[config.mk]
export PLATFORM = sky130hd
export DESIGN_NAME = alu_op_sequencer
export DESIGN_NICKNAME = d
export VERILOG_FILES = /design/src/rtl/alu_seq_pkg.sv /design/src/rtl/alu_iter_muldiv.sv /design/src/rtl/alu_op_sequencer.sv
export SDC_FILE = /design/constraint.sdc
export NUM_CORES = 1
export LEC_CHECK = 0
export BUFFER_PORTS_ARGS = -buffer_cell sky130_fd_sc_hd__buf_4
export CORE_UTILIZATION = 55
export CTS_BUF_LIST = sky130_fd_sc_hd__clkbuf_2 sky130_fd_sc_hd__clkbuf_4 sky130_fd_sc_hd__clkbuf_8
export DETAILED_ROUTE_END_ITERATION = 8
export GPL_TIMING_DRIVEN = 0
export PLACE_DENSITY = 0.81
export SYNTH_ARGS = -nofsm -noshare
export SYNTH_HDL_FRONTEND = slang
export SYNTH_SLANG_ARGS = --single-unit
[constraint.sdc]
create_clock -name clk -period 3.58 [get_ports clk]
set_clock_uncertainty 0.15 [all_clocks]
set_input_delay 0.537 -clock clk [delete_from_list [all_inputs] [get_ports clk]]
set_output_delay 0.537 -clock clk [all_outputs]
set_load 0.02 [all_outputs]
[src/rtl/alu_seq_pkg.sv]
// Shared opcodes, FSM encoding and constants for the ALU operation sequencer.
package alu_seq_pkg;

    localparam logic [2:0] OP_ADD  = 3'd0;
    localparam logic [2:0] OP_AND  = 3'd1;
    localparam logic [2:0] OP_NAND = 3'd2;
    localparam logic [2:0] OP_SHL  = 3'd3;
    localparam logic [2:0] OP_SHR  = 3'd4;
    localparam logic [2:0] OP_MUL  = 3'd5;
    localparam logic [2:0] OP_DIV  = 3'd6;
    localparam logic [2:0] OP_RSVD = 3'd7;

    typedef enum logic [1:0] {
        ST_IDLE = 2'd0,
        ST_EXEC = 2'd1,
        ST_DONE = 2'd2
    } state_e;

    localparam logic [15:0] DIV0_RESULT = 16'hFFFF;
    localparam logic [3:0]  ITER_LAST   = 4'd15;

    // Only MUL and a DIV with a nonzero divisor need the iterative unit.
    function automatic logic needs_iter(input logic [2:0] code, input logic b_is_zero);
        return (code == OP_MUL) || ((code == OP_DIV) && !b_is_zero);
    endfunction

endpackage

[src/rtl/alu_iter_muldiv.sv]
// Shared 16-step iterative unit: shift-add multiply (low half) or restoring divide (quotient).
module alu_iter_muldiv
    import alu_seq_pkg::*;
#(
    parameter int WIDTH = 16
) (
    input  logic             clk,
    input  logic             rst_n,
    input  logic             start,
    input  logic             is_div,
    input  logic [WIDTH-1:0] a,
    input  logic [WIDTH-1:0] b,
    output logic             done,
    output logic [WIDTH-1:0] result
);

    logic             run_q,    run_d;
    logic             is_div_q, is_div_d;
    logic [3:0]       cnt_q,    cnt_d;
    logic [WIDTH-1:0] ma_q,     ma_d;
    logic [WIDTH-1:0] mb_q,     mb_d;
    logic [WIDTH-1:0] acc_q,    acc_d;
    logic [WIDTH-1:0] rem_q,    rem_d;

    logic [WIDTH:0]   rem_sh;
    logic             div_ge;
    logic [WIDTH-1:0] rem_sub;

    // NOTE: every always_comb output gets a default first so no path can infer a latch.
    always_comb begin
        run_d    = run_q;
        is_div_d = is_div_q;
        cnt_d    = cnt_q;
        ma_d     = ma_q;
        mb_d     = mb_q;
        acc_d    = acc_q;
        rem_d    = rem_q;

        // DIV: ma holds the dividend shifting out MSB-first, mb the divisor.
        // The remainder stays below the divisor, so a WIDTH-bit difference is exact.
        rem_sh  = {rem_q, ma_q[WIDTH-1]};
        div_ge  = (rem_sh >= {1'b0, mb_q});
        rem_sub = rem_sh[WIDTH-1:0] - mb_q;

        if (start) begin
            run_d    = 1'b1;
            is_div_d = is_div;
            cnt_d    = '0;
            ma_d     = a;
            mb_d     = b;
            acc_d    = '0;
            rem_d    = '0;
        end else if (run_q) begin
            if (is_div_q) begin
                rem_d = div_ge ? rem_sub : rem_sh[WIDTH-1:0];
                acc_d = {acc_q[WIDTH-2:0], div_ge};
                ma_d  = ma_q << 1;
            end else begin
                if (mb_q[0]) begin
                    acc_d = acc_q + ma_q;
                end
                ma_d = ma_q << 1;
                mb_d = mb_q >> 1;
            end
            cnt_d = cnt_q + 4'd1;
            if (cnt_q == ITER_LAST) begin
                run_d = 1'b0;
            end
        end
    end

    // Final step: the parent registers acc_d on the same edge the last iteration lands.
    assign done   = run_q && (cnt_q == ITER_LAST);
    assign result = acc_d;

    // NOTE: sequential state uses non-blocking assignments so every register samples pre-edge values.
    always_ff @(posedge clk or negedge rst_n) begin
        if (!rst_n) begin
            run_q    <= 1'b0;
            is_div_q <= 1'b0;
            cnt_q    <= '0;
            ma_q     <= '0;
            mb_q     <= '0;
            acc_q    <= '0;
            rem_q    <= '0;
        end else begin
            run_q    <= run_d;
            is_div_q <= is_div_d;
            cnt_q    <= cnt_d;
            ma_q     <= ma_d;
            mb_q     <= mb_d;
            acc_q    <= acc_d;
            rem_q    <= rem_d;
        end
    end

endmodule

[src/rtl/alu_op_sequencer.sv]
// ALU front end: one operation per valid/ready handshake, result held until consumed.
module alu_op_sequencer
    import alu_seq_pkg::*;
#(
    parameter int WIDTH = 16,
    parameter int SHW   = 5
) (
    input  logic             clk,
    input  logic             rst_n,
    input  logic             op_valid,
    output logic             op_ready,
    input  logic [2:0]       op_code,
    input  logic [WIDTH-1:0] op_a,
    input  logic [WIDTH-1:0] op_b,
    output logic             res_valid,
    input  logic             res_ready,
    output logic [WIDTH-1:0] res_data,
    output logic             res_err,
    output logic             busy
);

    localparam logic [SHW-1:0] SH_LIMIT = SHW'(WIDTH);

    state_e           state_q, state_d;
    logic [WIDTH-1:0] res_data_q, res_data_d;
    logic             res_err_q,  res_err_d;

    logic [SHW-1:0]   shamt;
    logic [WIDTH-1:0] single_res;
    logic             single_err;
    logic             iter_op;
    logic             md_start;
    logic             md_done;
    logic [WIDTH-1:0] md_result;

    assign shamt   = op_b[SHW-1:0];
    assign iter_op = needs_iter(op_code, (op_b == '0));

    always_comb begin
        single_res = '0;
        single_err = 1'b0;
        case (op_code)
            OP_ADD:  single_res = op_a + op_b;
            OP_AND:  single_res = op_a & op_b;
            OP_NAND: single_res = ~(op_a & op_b);
            OP_SHL:  single_res = (shamt >= SH_LIMIT) ? '0 : (op_a << shamt);
            OP_SHR:  single_res = (shamt >= SH_LIMIT) ? '0 : (op_a >> shamt);
            OP_DIV: begin
                // Only reached with a zero divisor; nonzero divisors go to the iterative unit.
                single_res = DIV0_RESULT;
                single_err = 1'b1;
            end
            default: begin
                single_res = '0;
                single_err = 1'b1;
            end
        endcase
    end

    always_comb begin
        state_d    = state_q;
        res_data_d = res_data_q;
        res_err_d  = res_err_q;
        md_start   = 1'b0;
        case (state_q)
            ST_IDLE: begin
                if (op_valid) begin
                    if (iter_op) begin
                        md_start = 1'b1;
                        state_d  = ST_EXEC;
                    end else begin
                        res_data_d = single_res;
                        res_err_d  = single_err;
                        state_d    = ST_DONE;
                    end
                end
            end
            ST_EXEC: begin
                if (md_done) begin
                    res_data_d = md_result;
                    res_err_d  = 1'b0;
                    state_d    = ST_DONE;
                end
            end
            ST_DONE: begin
                if (res_ready) begin
                    state_d = ST_IDLE;
                end
            end
            default: state_d = ST_IDLE;
        endcase
    end

    always_ff @(posedge clk or negedge rst_n) begin
        if (!rst_n) begin
            state_q    <= ST_IDLE;
            res_data_q <= '0;
            res_err_q  <= 1'b0;
        end else begin
            state_q    <= state_d;
            res_data_q <= res_data_d;
            res_err_q  <= res_err_d;
        end
    end

    alu_iter_muldiv #(
        .WIDTH (WIDTH)
    ) u_muldiv (
        .clk    (clk),
        .rst_n  (rst_n),
        .start  (md_start),
        .is_div (op_code == OP_DIV),
        .a      (op_a),
        .b      (op_b),
        .done   (md_done),
        .result (md_result)
    );

    assign op_ready  = (state_q == ST_IDLE);
    assign res_valid = (state_q == ST_DONE);
    assign busy      = (state_q != ST_IDLE);
    assign res_data  = res_data_q;
    assign res_err   = res_err_q;

endmodule

==> results_dict.tcl, run 1 <==
set metrics [dict create \
    overflow 0 \
    ys_ff_latch 89 \
    hp-class "input pin to asynchronous set/reset pin" \
    outcome "finished clean" \
    cp-end-kind "flip-flop" \
    layout_commonest_cell "nor2_1" \
    area_delta_synth_final_pct 10.55 \
    path_clk_slew_ns 0.11 \
    clockBufferDepth 2 \
    fp.dieH_um 123.2 \
    fin_total_pwr_mw 7.186 \
    fin_crit_ns 3.240 \
    critPathMaxFanout 4 \
    critPathBufInv 1 \
    hpwlAfterDp_mm 20.18 \
    tns_ns 0 \
    max_freq_ghz 0.3086 \
    cts_inserted_buffers 9 \
    wirelength_mm 26.11 \
    power.leakage_nw 3.901 \
    stdcell_area_um2 8929 \
    post_dp_cell_area_um2 8737 \
    ys_async_sr_fraction_pct 100.0 \
    finalWeightedCongestion 1.085 \
    htreeDepth 3 \
    synth-edff-count 0 \
    crit_path_start_kind "flip-flop" \
    final_nets 1170 \
    pin_count 59 \
    drc 0 \
    tightest_slew_ns 1.134 \
    yosys_warnings 0 \
    ir_drop_v 0.0004432 \
    clkSinkCount 89 \
    drv_cap 0 \
    drt_iter0_markers 973 \
    antenna_left 0 \
    final_cell_mix "121 x nor2_1, 102 x nand2_1, 89 x a21oi_1, 89 x dfrtp_1, 84 x o21ai_0" \
    drive_gt1_share_pct 11.35 \
    powerDensity_nw_per_um2 804.8 \
    hold_viol 0 \
    slew_headroom_pct 24.42 \
    grt_use_total_pct 36.38 \
    vias 8265 \
    hold_slack_ns 0.1627 \
    cts_tree "built" \
    critical_path.slowest_cell "o41ai_1" \
    path_class "flip-flop to flip-flop" \
    num_rows 43 \
    initial_utilization_pct 57.30 \
    period_share_pct 90.50 \
    finalSetupViolCount 0 \
    syn_inst 1010 \
    synth_area_per_cell_um2 7.997 \
    critPathTopFamily "compound AO/OA/AOI/OAI gates" \
    yosys.cell_types.count 85 \
    die_x_um 123.2 \
    cts_resized 0 \
    synth_fp_nets 1101 \
    grt_antenna_before_repair 0 \
    critPathMaxStageDelay_ns 0.67 \
    port_buffers 58 \
    fin_cells 1264 \
    slew_viol_final 0 \
    first_pass_iters 6 \
    synth_ff_type "dfrtp_1" \
    worst_ep_arrival_time_ns 3.41 \
    clk_latency_ns 0.38 \
    grt_pass1_wl_mm 41.47 \
    design.die.area_um2 15170 \
    seq_area_frac_synth_pct 27.58 \
    wire_per_inst_um 20.65 \
    core_area_um2 14100 \
    n_antenna_cell 0 \
    syn_area_um2 8076 \
    place_inst 1248 \
    cts_hold_buf 0 \
    crit_required_ns 3.75 \
    path_cells "ha_1, inv_1, fa_1, nor2b_1, o21ai_1, a21boi_1, o41ai_1, a31oi_1, and2_2, o31ai_4, a22oi_2, a21oi_1" \
    rsz0062_at_grt "no" \
    routed_via_density 6.539 \
    grt_max_degree 90 \
    cts-root-buf "clkbuf_8" \
    nFillCells 1261 \
    grt_pass1_vias 7702 \
]
==> metal layers <==
layer	part of all wire [%]	vias up	global-route usage (%)	wire length (um)
met5	0	-	0	0
met1	42	3891	49.35	11050
li1	-	3838	-	-
met4	5.9	0	21.84	1533
met3	8.6	96	6.550	2254
met2	43	440	53.95	11270
==> cell families after synthesis <==
logic type                 after synthesis  share of synthesized area [%]
and+or+nand+nor                        351                          20.11
AOI/OAI and AO/OA                      328                          26.09
buffers and inverters                  100                          5.732
DFF                                     89                          27.58
muxes                                   62                          9.125
adders and majority gates               52                          8.335
xor gates and xnor gates                28                          3.036
==> cell usage after synthesis (8+ instances only) <==
master	instances	share of area, %
a21o_1	12	1.1
nor2_1	121	5.6
nand2_1	102	4.7
mux4_2	9	2.5
mux2i_1	50	6.2
xor2_1	12	1.3
dfrtp_1	89	28
a22oi_1	8	0.74
o22ai_1	16	1.2
nand2b_1	17	1.3
o21ai_0	84	5.2
inv_1	42	2.0
a31oi_1	13	1.0
a211oi_1	22	2.0
clkbuf_1	32	1.5
ha_1	49	7.6
a21oi_1	89	5.5
xnor2_1	16	1.7
nor2b_1	18	1.4
nand3_1	18	1.1
nor3_1	22	1.4
==> registers in the layout, indices dropped and copies added (netlist names) <==
signal and cells:
res_data 16, u_muldiv.acc_q 16, u_muldiv.ma_q 16, u_muldiv.mb_q 16, u_muldiv.rem_q 16, u_muldiv.cnt_q 4
state_q 2, res_err 1, u_muldiv.is_div_q 1, u_muldiv.run_q 1
==> worst paths after layout <==
path,from,end,slack (ns),cells past startpoint
hold reg to reg,res_data[8],res_data[8],0.36,2
hold / removal,rst_n,u_muldiv.rem_q[6],0.16,1
setup reg to reg,u_muldiv.acc_q[0],res_data[12],0.34,12
max in group asynchronous,rst_n,u_muldiv.is_div_q,2.35,1
setup / recovery,u_muldiv.acc_q[0],res_data[12],0.34,12
min in group clk,res_ready,state_q[1],0.26,3
==> cell type report <==
| class | instances | area [um^2] | share of cell area (%) |
|---|---|---|---|
| multi-input cells | 821 | 5386 | 60.33 |
| flip-flops and latches | 89 | 2227 | 24.94 |
| repair buffers | 59 | 442.9 | 4.961 |
| plain buffers | 54 | 290.3 | 3.251 |
| well taps | 180 | 225.2 | 2.522 |
| inverters | 45 | 168.9 | 1.892 |
| clock buffers | 9 | 123.9 | 1.387 |
| clock inverters | 7 | 63.81 | 0.7147 |
==> timing repair <==
item | CTS | global route
setup endpoints to repair | 1 | 1
buffers inserted | 0 | 1
pin swaps | 0 | 1
==> power breakdown <==
| part | switching, mW | total [mW] | internal, mW |
|---|---|---|---|
| logic | 2.74 | 4.66 | 1.92 |
| registers | 0.375 | 1.84 | 1.46 |
| clock network | 0.423 | 0.689 | 0.266 |
| total | 3.54 | 7.19 | 3.65 |
==> worst register-to-register path: stages, from the launching register on <==
cell and delay [ns]:
dfrtp_1 0.42, ha_1 0.23, inv_1 0.08, fa_1 0.18, nor2b_1 0.06, o21ai_1 0.18, a21boi_1 0.15, o41ai_1 0.67
a31oi_1 0.20, and2_2 0.25, o31ai_4 0.31, a22oi_2 0.13, a21oi_1 0.16
==> through the flow <==
stage / utilization (%) / setup slack (ns)
6_report: 63.34 / 0.3400
4_1_cts: 63.29 / 0.2670
2_1_floorplan: - / 0.1973
5_1_grt: 63.34 / 0.08009
3_5_place_dp: 61.98 / -0.4275
3_3_place_gp: 61.98 / -0.4461
No activity file was read; power rests on OpenSTA's default activity.
==> inputs of run 2 (changes only) <==
--- a/config.mk
+++ b/config.mk
@@ -11,6 +11,8 @@
 export DETAILED_ROUTE_END_ITERATION = 8
 export GPL_TIMING_DRIVEN = 0
 export PLACE_DENSITY = 0.81
+export REMOVE_ABC_BUFFERS = 1
 export SYNTH_ARGS = -nofsm -noshare
 export SYNTH_HDL_FRONTEND = slang
+export SYNTH_HIERARCHICAL = 1
 export SYNTH_SLANG_ARGS = --single-unit
==> results_dict.tcl, run 2 <==
set metrics [dict create \
    drive_gt1_share_pct 14.01 \
    path_class "input pin to flip-flop" \
    grt_pass1_vias 7643 \
    drc 0 \
    port_buffers 58 \
    path_clk_slew_ns 0.09 \
    clockBufferDepth 2 \
    hp-class "input pin to flip-flop" \
    slew_headroom_pct 13.08 \
    power_frac_clock_pct 10.0 \
    power.leakage_nw 4.057 \
    routed_via_density 6.616 \
    finalWeightedCongestion 0.9445 \
    synth-edff-count 0 \
    internal-power_mw 4.063 \
    ys_async_sr_fraction_pct 100.0 \
    max_freq_ghz 0.2869 \
    drv_cap 0 \
    final_core_utilization_pct 61.73 \
    switching_share_pct 49.07 \
    grt_max_degree 90 \
    final_cell_mix "107 x nor2_1, 97 x nand2_1, 87 x dfrtp_1" \
    n_antenna_cell 0 \
    yosys.cell_types.count 84 \
    yosys_warnings 6 \
    design.die.area_um2 15950 \
    crit_required_ns 3.73 \
    cts_inserted_buffers 9 \
    cts_hold_buf 0 \
    antenna_left 0 \
    syn_area_um2 8496 \
    ir_drop_v 0.0004458 \
    period_share_pct 97.36 \
    worst_ep_arrival_time_ns 3.64 \
    core_area_um2 15150 \
    ys_ff_latch 89 \
    syn_inst 1020 \
    outcome "finished clean" \
    ys_top_cells_by_count "111 x nor2_1, 97 x nand2_1, 89 x dfrtp_1" \
    powerDensity_nw_per_um2 853.3 \
    combPwrFrac_pct 65.0 \
    wire_per_inst_um 21.14 \
    final_nets 1135 \
    p_seq_share_pct 25.0 \
    initial_utilization_pct 56.09 \
    cp-end-kind "flip-flop" \
    clkSinkCount 89 \
    area_delta_synth_final_pct 10.06 \
    hold_path_depth 2 \
    cts_tree "built" \
    num_rows 45 \
    seq_area_frac_synth_pct 26.22 \
    slew_viol_final 0 \
    crit_path_start_kind "input pin" \
    cts-root-buf "clkbuf_8" \
    wirelength_mm 26.15 \
    hpwlAfterDp_mm 18.99 \
    grt_antenna_before_repair 0 \
    synth.area.top_cells "dfrtp_1 26%, mux2i_1 9.3%, ha_1 7.2%" \
    die_x_um 126.3 \
    hold_viol 0 \
    stdcell_area_um2 9350 \
    drt_iter0_markers 995 \
    layout_commonest_cell "nor2_1" \
    htreeDepth 3 \
    grt_pass1_wl_mm 41.49 \
    first_pass_iters 5 \
    fin_total_pwr_mw 7.978 \
    worst-r2r-setup-slack_ns 0.14 \
    finalSetupViolCount 0 \
    switchingPower_mw 3.915 \
    clk_latency_ns 0.38 \
    tns_ns 0 \
    fp.dieH_um 126.3 \
    pin_count 59 \
    tightest_slew_ns 1.294 \
    synth_top_area_share_pct 26.22 \
    fin_crit_ns 3.486 \
    nFillCells 1289 \
    post_dp_cell_area_um2 8952 \
    synth.most_common_cell "nor2_1" \
    synth_ff_type "dfrtp_1" \
    synth_top_cell_by_area "dfrtp_1" \
    grt_use_total_pct 33.38 \
    vias 8184 \
    critPathMaxFanout 46 \
    rsz0062_at_grt "yes" \
    synth_area_per_cell_um2 8.329 \
    overflow 0 \
    r2r_cells 12 \
]
## run 2: changes by cell type after synthesis, moves of 7 or more
cell,before,now
nor3_1,22,15
nor2_1,121,111
a2111oi_0,1,9
a21oi_1,89,70
o21ai_0,84,69
mux2i_1,50,79
a21o_1,12,27
o211ai_1,3,10
mux2_2,3,10
## run 2: timing repair
| action | 4_1_cts | 5_1_grt |
|---|---|---|
| gates cloned | 1 | 1 |
| setup endpoints to repair | 5 | 8 |
| pin swaps | 0 | 3 |
| resized for setup | 11 | 13 |
| buffers inserted | 0 | 7 |
## run 2: critical path: stages
cell and delay [ns]:
buf_4 0.25, nor3_2 0.42, and3_1 0.34, a21oi_2 0.10, o21ai_4 0.25, nor2_4 0.13, buf_12 0.20, a221oi_1 0.67
a222oi_1 0.25, o31ai_1 0.13, a21oi_1 0.10, o31ai_2 0.22
## run 2: worst paths after layout
check                                      start                end
min in group asynchronous                  rst_n  u_muldiv/rem_q[1]
worst max-delay path                     op_b[3]        res_data[1]
worst max register to register  u_muldiv/ma_q[1]       res_data[13]
worst min-delay path                   res_ready         state_q[1]
max in group asynchronous                  rst_n     u_muldiv/run_q
worst min register to register      res_data[15]       res_data[15]
## run 2: layer usage
layer / wire (um) / track usage, %
met1: 11690 / 47.78
met5: 0 / 0
met2: 11650 / 50.93
met3: 2061 / 5.098
met4: 742 / 12.33
## run 2: per-stage QoR
stage | hold slack (ns) | cells | worst slack (ns)
final | 0.2007 | 1237 | 0.09440
after global routing | 0.2186 | 1237 | -0.1064
after CTS | 0.1951 | 1229 | 0.02272
after detailed placement | 0.3222 | 1212 | -0.7266
after global placement | 0.3178 | 1209 | -5.564
after floorplan | 0.09141 | 963 | -2.794
## run 2: kinds of logic (layout without fill, tap and decap cells)
logic type      after synthesis  in the layout  synth area share [%]
compound gates              318            319                 25.35
xor+xnor                     40             40                 4.124
fa+ha+maj                    52             52                 7.923
buf+inv                      96            124                 5.037
flops                        89             89                 26.22
mux                          97             97                 12.75
simple gates                328            328                 18.60
## run 2: power groups by stage
stage | clock (mW) | combinational [mW] | sequential (mW)
3_3_place_gp | 0 | 4.66 | 1.98
4_1_cts | 0.814 | 4.90 | 1.98
2_1_floorplan | 0 | 3.55 | 1.93
6_report | 0.800 | 5.18 | 2.00
3_5_place_dp | 0 | 4.80 | 1.99
5_1_grt | 0.851 | 5.67 | 2.06
## run 2: cell type report
| class | count | area [um^2] | share of cell area [%] |
|---|---|---|---|
| multi-input combinational | 836 | 5958 | 63.72 |
| sequential | 89 | 2230 | 23.85 |
| timing repair buffer | 68 | 546.8 | 5.848 |
| tap | 188 | 235.2 | 2.516 |
| inverter | 39 | 150.1 | 1.606 |
| clock buffer | 9 | 123.9 | 1.325 |
| clock inverter | 7 | 101.3 | 1.084 |
| timing repair inverter | 1 | 5.005 | 0.05353 |
==> inputs of run 3 (changes only) <==
--- a/config.mk
+++ b/config.mk
@@ -7,7 +7,6 @@
 export LEC_CHECK = 0
 export BUFFER_PORTS_ARGS = -buffer_cell sky130_fd_sc_hd__buf_4
 export CORE_UTILIZATION = 55
-export CTS_BUF_LIST = sky130_fd_sc_hd__clkbuf_2 sky130_fd_sc_hd__clkbuf_4 sky130_fd_sc_hd__clkbuf_8
 export DETAILED_ROUTE_END_ITERATION = 8
 export GPL_TIMING_DRIVEN = 0
 export PLACE_DENSITY = 0.81
==> results_dict.tcl, run 3 (same netlist as run 2, synthesis figures left out) <==
set metrics [dict create \
    p_seq_share_pct 24.0 \
    grt_use_total_pct 33.93 \
    pin_count 59 \
    fin_total_pwr_mw 8.355 \
    wirelength_mm 26.53 \
    crit_required_ns 3.70 \
    highest_layer "met4" \
    cts_hold_buf 0 \
    vias 8189 \
    hold_viol 0 \
    clkSinkCount 89 \
    worst-r2r-setup-slack_ns 0.12 \
    r2r_cells 17 \
    grt_max_degree 90 \
    switching_share_pct 47.69 \
    combPwrFrac_pct 63.4 \
    crit_start "op_b[3]" \
    routed_via_density 6.599 \
    grt_antenna_before_repair 0 \
    clockBufferDepth 2 \
    hold_slack_ns 0.2386 \
    grt_pass1_vias 7703 \
    path_cells "buf_4, nor3_2, and3_1, a21oi_2, o21ai_4, nor2_4, buf_12, a221oi_1, a222oi_1, o31ai_1, a21oi_1, o31ai_2" \
    fp.dieH_um 126.3 \
    tightest_slew_ns 1.333 \
    cts_tree "built" \
    critPathTopFamily "compound AO/OA/AOI/OAI gates" \
    slew_viol_final 0 \
    grt_pass1_wl_mm 41.79 \
    critPathMaxStageDelay_ns 0.68 \
    drt_iter0_markers 758 \
    max_freq_ghz 0.2810 \
    drive_gt1_share_pct 14.34 \
    crit_path_start_kind "input pin" \
    drc 0 \
    period_share_pct 99.41 \
    layout_commonest_cell "nor2_1" \
    fin_crit_ns 3.559 \
    path_class "input pin to flip-flop" \
    design.die.area_um2 15950 \
    power.leakage_nw 4.121 \
    port_buffers 58 \
    critical_path.slowest_cell "a221oi_1" \
    wl_met2_mm 11.94 \
    clk_latency_ns 0.36 \
    wire_per_inst_um 21.37 \
    r2r_start "u_muldiv/ma_q[0]" \
    initial_utilization_pct 56.09 \
    switchingPower_mw 3.985 \
    cp-end-kind "flip-flop" \
    finalSetupViolCount 0 \
    outcome "finished clean" \
    hpwlAfterDp_mm 18.99 \
    area_delta_synth_final_pct 11.66 \
    power_frac_clock_pct 12.6 \
    endpoint "res_data[1]" \
    slew_headroom_pct 10.45 \
    htreeDepth 3 \
    cts-root-buf "clkbuf_16" \
    drv_cap 0 \
    ir_drop_v 0.0004120 \
    path_clk_slew_ns 0.07 \
    final_nets 1139 \
    final_core_utilization_pct 62.64 \
    n_antenna_cell 0 \
    critPathBufInv 2 \
    core_area_um2 15150 \
    num_rows 45 \
    worst_ep_arrival_time_ns 3.68 \
    stdcell_area_um2 9487 \
    post_dp_cell_area_um2 8952 \
    internal-power_mw 4.371 \
    met3_length_mm 2.112 \
    cts_inserted_buffers 9 \
    cp_num_cells 12 \
    first_pass_iters 6 \
    finalWeightedCongestion 0.9445 \
    overflow 0 \
    powerDensity_nw_per_um2 880.7 \
    hp-class "input pin to flip-flop" \
    r2r_end "res_data[14]" \
    critPathMaxFanout 46 \
    die_x_um 126.3 \
    met1Wirelength_mm 11.68 \
    antenna_left 0 \
    final_cell_mix "107 x nor2_1, 97 x nand2_1, 87 x dfrtp_1" \
    rsz0062_at_grt "yes" \
]
[run 3: changes by cell type in the layout (fill, tap and decap cells not counted), sizes merged]
cell,previous run,this run
buf,68,72
[run 3: through the flow]
step	std cells	setup TNS [ns]	worst slack, ns
2_1_floorplan	963	-156.60	-2.794
3_3_place_gp	1209	-340.85	-5.564
3_5_place_dp	1212	-2.910	-0.7266
4_1_cts	1230	0	0.03118
5_1_grt	1241	-0.3902	-0.1476
6_report	1241	0	0.02106
[run 3: worst min-delay path by stage]
stage                      start            to  slack [ns]  cells after the start
floorplan                  rst_n   res_data[0]        0.09                      0
global placement    res_data[15]  res_data[15]        0.32                      2
detailed placement  res_data[15]  res_data[15]        0.32                      2
CTS                    res_ready    state_q[1]        0.23                      2
global route           res_ready    state_q[1]        0.26                      2
finish                 res_ready    state_q[1]        0.24                      2
[run 3: final cells by class]
type | instances | area, um^2
Multi-Input combinational cell | 836 | 5963
Fill cell | 1265 | 5659
Sequential cell | 89 | 2230
Timing Repair Buffer | 72 | 576.8
Tap cell | 188 | 235.2
Clock buffer | 9 | 225.2
Inverter | 39 | 150.1
Clock inverter | 7 | 101.3
Timing Repair inverter | 1 | 5.005
[run 3: what timing repair did]
| item | 4_1_cts | 5_1_grt |
|---|---|---|
| pin swaps | 0 | 2 |
| buffers inserted | 1 | 10 |
| gates resized for setup | 11 | 14 |
| gates cloned | 1 | 1 |
| endpoints found under the setup margin | 5 | 8 |
[run 3: worst reg2reg max path, delay by kind of cell (launching register included)]
kind            cells  cell delay, ns
fa+ha+maj           2            0.63
simple gates        3            0.36
compound gates     10            1.56
xor+xnor            1            0.23
buf+inv             1            0.06
flops               1            0.38
[run 3: power groups by stage]
stage	Clock (mW)	Sequential (mW)	Combinational, mW
3_3_place_gp	0	1.98	4.66
5_1_grt	1.11	2.07	5.80
4_1_cts	1.07	1.98	4.92
3_5_place_dp	0	1.99	4.80
6_report	1.06	2.01	5.29
2_1_floorplan	0	1.93	3.55
[run 3: layer usage]
metal,GRT usage (%),vias up
met1,47.99,3914
met5,0,-
met2,51.67,383
met4,13.54,0
li1,-,3832
met3,5.607,60
